File: src/rtl/chacha_block_loader.sv
// Packs a byte stream little-endian into 32-bit block-state word writes.
// Latency: 1 cycle from 4th byte accept to wr_en; data_ready drops on abort or after the final word.
module chacha_block_loader #(
    parameter int START_WORD = 0,
    parameter int NUM_WORDS  = 16
) (
    input  logic        clk,
    input  logic        rst_n,
    input  logic        start,
    input  logic        abort,
    input  logic [7:0]  data_in,
    input  logic        data_valid,
    output logic        data_ready,
    output logic        wr_en,
    output logic [3:0]  wr_addr,
    output logic [31:0] wr_data,
    output logic        busy,
    output logic        done
);

    localparam logic [3:0] FIRST_WORD = 4'(START_WORD);
    localparam logic [3:0] LAST_WORD  = 4'(START_WORD + NUM_WORDS - 1);

    typedef enum logic {IDLE, LOAD} state_t;

    state_t      state, state_nxt;
    logic [1:0]  byte_cnt;
    logic [3:0]  word_cnt;
    logic [23:0] shift_reg;
    logic        accept;
    logic        word_full;
    logic        last_word;

    assign data_ready = (state == LOAD) && !abort;
    assign busy       = (state == LOAD);
    assign accept     = data_valid && data_ready;
    assign word_full  = accept && (byte_cnt == 2'd3);
    assign last_word  = word_full && (word_cnt == LAST_WORD);

    always_ff @(posedge clk or negedge rst_n) begin
        if (!rst_n) state <= IDLE;
        else        state <= state_nxt;
    end

    always_comb begin
        state_nxt = state;
        case (state)
            IDLE: if (start && !abort) state_nxt = LOAD;
            LOAD: if (abort || last_word) state_nxt = IDLE;
            default: state_nxt = IDLE;
        endcase
    end

    // The 4th byte bypasses shift_reg and goes straight into the word.
    always_ff @(posedge clk or negedge rst_n) begin
        if (!rst_n) begin
            byte_cnt  <= 2'd0;
            word_cnt  <= 4'd0;
            shift_reg <= 24'd0;
            wr_en     <= 1'b0;
            wr_addr   <= 4'd0;
            wr_data   <= 32'd0;
            done      <= 1'b0;
        end else begin
            wr_en <= 1'b0;
            done  <= 1'b0;
            if (state == IDLE && start && !abort) begin
                word_cnt <= FIRST_WORD;
                byte_cnt <= 2'd0;
            end else if (accept) begin
                byte_cnt <= byte_cnt + 2'd1;
                if (!word_full) begin
                    shift_reg[{byte_cnt, 3'b000} +: 8] <= data_in;
                end else begin
                    wr_en   <= 1'b1;
                    wr_addr <= word_cnt;
                    wr_data <= {data_in, shift_reg};
                    done    <= last_word;
                    if (!last_word) word_cnt <= word_cnt + 4'd1;
                end
            end
        end
    end

endmodule

File: config.mk
export PLATFORM = sky130hd
export DESIGN_NAME = chacha_block_loader
export DESIGN_NICKNAME = d
export VERILOG_FILES = /design/src/rtl/chacha_block_loader.sv
export SDC_FILE = /design/constraint.sdc
export NUM_CORES = 1
export LEC_CHECK = 0
export BUFFER_PORTS_ARGS = -buffer_cell sky130_fd_sc_hd__buf_2
export CAP_MARGIN = 20
export CORE_AREA = 3 3 74 76
export CTS_CLUSTER_DIAMETER = 200
export CTS_CLUSTER_SIZE = 14
export DETAILED_ROUTE_END_ITERATION = 6
export DIE_AREA = 0 0 77 79
export PLACE_DENSITY = 0.91
export SKIP_CTS_REPAIR_TIMING = 1
export SYNTH_ARGS = -nofsm -noshare
export SYNTH_HDL_FRONTEND = slang
export SYNTH_SLANG_ARGS = --single-unit
File: constraint.sdc
create_clock -name clk -period 3.75 [get_ports clk]
set_input_delay 0.5625 -clock clk [delete_from_list [all_inputs] [get_ports clk]]
set_output_delay 0.5625 -clock clk [all_outputs]
set_load 0.05 [all_outputs]
==> results.toml <==
[status]
status = "finished, final reports clean"

[layout]
syn_to_final_growth_pct = 17.8
multiInputGateArea_sq_um = 966
drive_gt1_frac = 0.222
diodes = 0
final_cell_area_sq_um = 3350
num-fill-cells = 348
final_core_util = 0.700
mostFrequentLayoutCells = "nand2_1, dfrtp_1, buf_2"
nets = 349
seqCellArea_sq_um = 1730
largest_reg_flops = 32
layout_commonest_cell = "nand2_1"

[place]
place_hpwl_microns = 4230
gp_congestion = 0.813
dpl_cell_area_sq_um = 3170
io_buffers = 52

[synthesis]
netlist_area_sq_um = 2840
yosysTopAreaCell = "dfrtp_1"
netlist_instances = 273
syn-num-nets = 292
yosysWarnings = 0
synth_seq_area_share = 0.607
synthTopCellsByArea = "dfrtp_1, nand2_1, mux2i_1"
ys_ff_latch = 69
ys_types = 27
synth_top_area_frac = 0.607
syn_area_per_cell_sq_um = 10.4

[clocking]
clk_pin_slew_ns = 0.07
root_buffer = "clkbuf_8"
cts_made_buffers = 9
cts.sinks = 69
cts_tree = "done"
clk_path_buf_depth = 2
worstSkewPairLatency_ns = 0.34
htree_levels = 3

[critical_path]
r2r_end = "word_cnt[2]"
rrSetupSlack_ns = 1.74
worstPathArrival_ns = 2.26
r2r_start = "byte_cnt[0]"
crit_required_ns = 4.00
worstPathMaxFanout = 33
setup.worst_path.end_class = "register"
worstSetupPathType = "register to register"
cp-start-kind = "register"
r2r_cells = 6

[sta]
hold_viol = 0
worstMarginPinSlew_ns = 0.668
min_period_ns = 2.01
max_slew_margin = 0.554
slew_viol_final = 0
setup_viol = 0
rsz0062_at_grt = "no"
fin_crit_sh = 0.537
finClkSkew_ns = 0.00528
tns_ns = 0
fmax_mhz = 497

[grt]
grt.overflow.total = 0
grt_max_degree = 49
track_usage = 0.214
grt_pass1_wl_microns = 9890
antenna_found_initial = 0
grt_pass1_vias = 2084

[run]
drv_cap = 0

[die]
fp.dieArea_sq_um = 6080
start_util = 0.594
fp.dieH_microns = 79
rows = 25
core_sq_um = 4790
die_x_microns = 77
pin_count = 53

[power_and_ir_drop]
p_leak_nw = 1.89
p_per_area_nw_per_um2 = 642
peakVddDrop_mv = 0.370

[route]
via_count = 2078
post-route-drc-count = 0
wl_microns = 5850
dr.pass1.iters = 4
detail_route.iter0.violations = 96
wl_per_cell_microns = 14.6
vias_per_cell = 5.18
detail-route-antenna-nets = 0

[worst_hold_path]
holdCritPathClass = "input pin to asynchronous set/reset pin"
[worst max path at each step]
stage | startpoint | endpoint | slack (ns) | depth (start not counted)
global route | byte_cnt[0] | word_cnt[2] | 1.59 | 6
finish | byte_cnt[0] | word_cnt[2] | 1.74 | 6
detailed placement | byte_cnt[0] | word_cnt[2] | 1.81 | 6
CTS | byte_cnt[0] | word_cnt[2] | 1.75 | 6
global placement | abort | word_cnt[2] | 1.89 | 6
floorplan | busy | data_ready | 1.71 | 1
[worst max-delay path, cell delays in order (launching register included)]
cell	delay (ns)
dfrtp_1	0.45
ha_1	0.27
nand4b_1	0.13
buf_4	0.31
inv_1	0.27
and4_1	0.29
nor3_1	0.20
[Yosys cell counts]
cell,n
xnor2_1,1
nand3_1,2
buf_2,6
o21ai_0,25
a32o_1,1
dfrtp_1,69
nor2b_1,1
and4_1,1
nor3_1,2
clkbuf_1,4
nor3b_2,2
a21oi_1,1
mux2i_1,26
nand2_2,2
o22a_1,1
and4bb_2,1
ha_1,6
and3b_1,1
nor2_1,3
nand2_1,82
o21a_1,1
inv_1,28
a21o_1,1
nand3b_1,1
nand4b_1,1
nor3b_1,3
nor4_1,1
[through the flow]
stage	power, mW	instances	worst slack, ns	hold WS, ns
after floorplan	1.45	273	1.71	0.267
after global placement	1.59	386	1.89	0.456
after detailed placement	1.62	386	1.81	0.461
after CTS	2.17	401	1.75	0.181
after global routing	2.28	401	1.59	0.206
final	2.15	401	1.74	0.179
[report_power, final]
part           total (mW)  switching (mW)  leakage, nW  internal [mW]
clock               0.545           0.255       0.0926          0.290
sequential          0.999          0.0682        0.896          0.930
combinational       0.607           0.441        0.903          0.167
total                2.15           0.764         1.89           1.39
[metal layers]
layer  GRT usage  part of all wire
met5           0                 0
met1       0.261              0.42
met2       0.349              0.50
met3      0.0567             0.048
met4       0.119             0.033
[cells by family (layout without fill, tap and decap cells)]
logic type      count (synthesis)  count (layout)  synth area share
mux                            26              26            0.0915
compound gates                 30              30            0.0577
simple gates                  103             103             0.161
xor+xnor                        1               1           0.00308
buf+inv                        38              99            0.0528
flops                          69              69             0.607
fa+ha+maj                       6               6            0.0264
[area by class of cell]
class	count	share of cell area
flip-flops and latches	69	0.516
inverters	28	0.0314
clock buffers	14	0.0516
repair buffers	56	0.0867
well taps	67	0.0250
clock inverters	1	0.00149
multi-input cells	166	0.288
No activity file was read; power rests on OpenSTA's default activity.
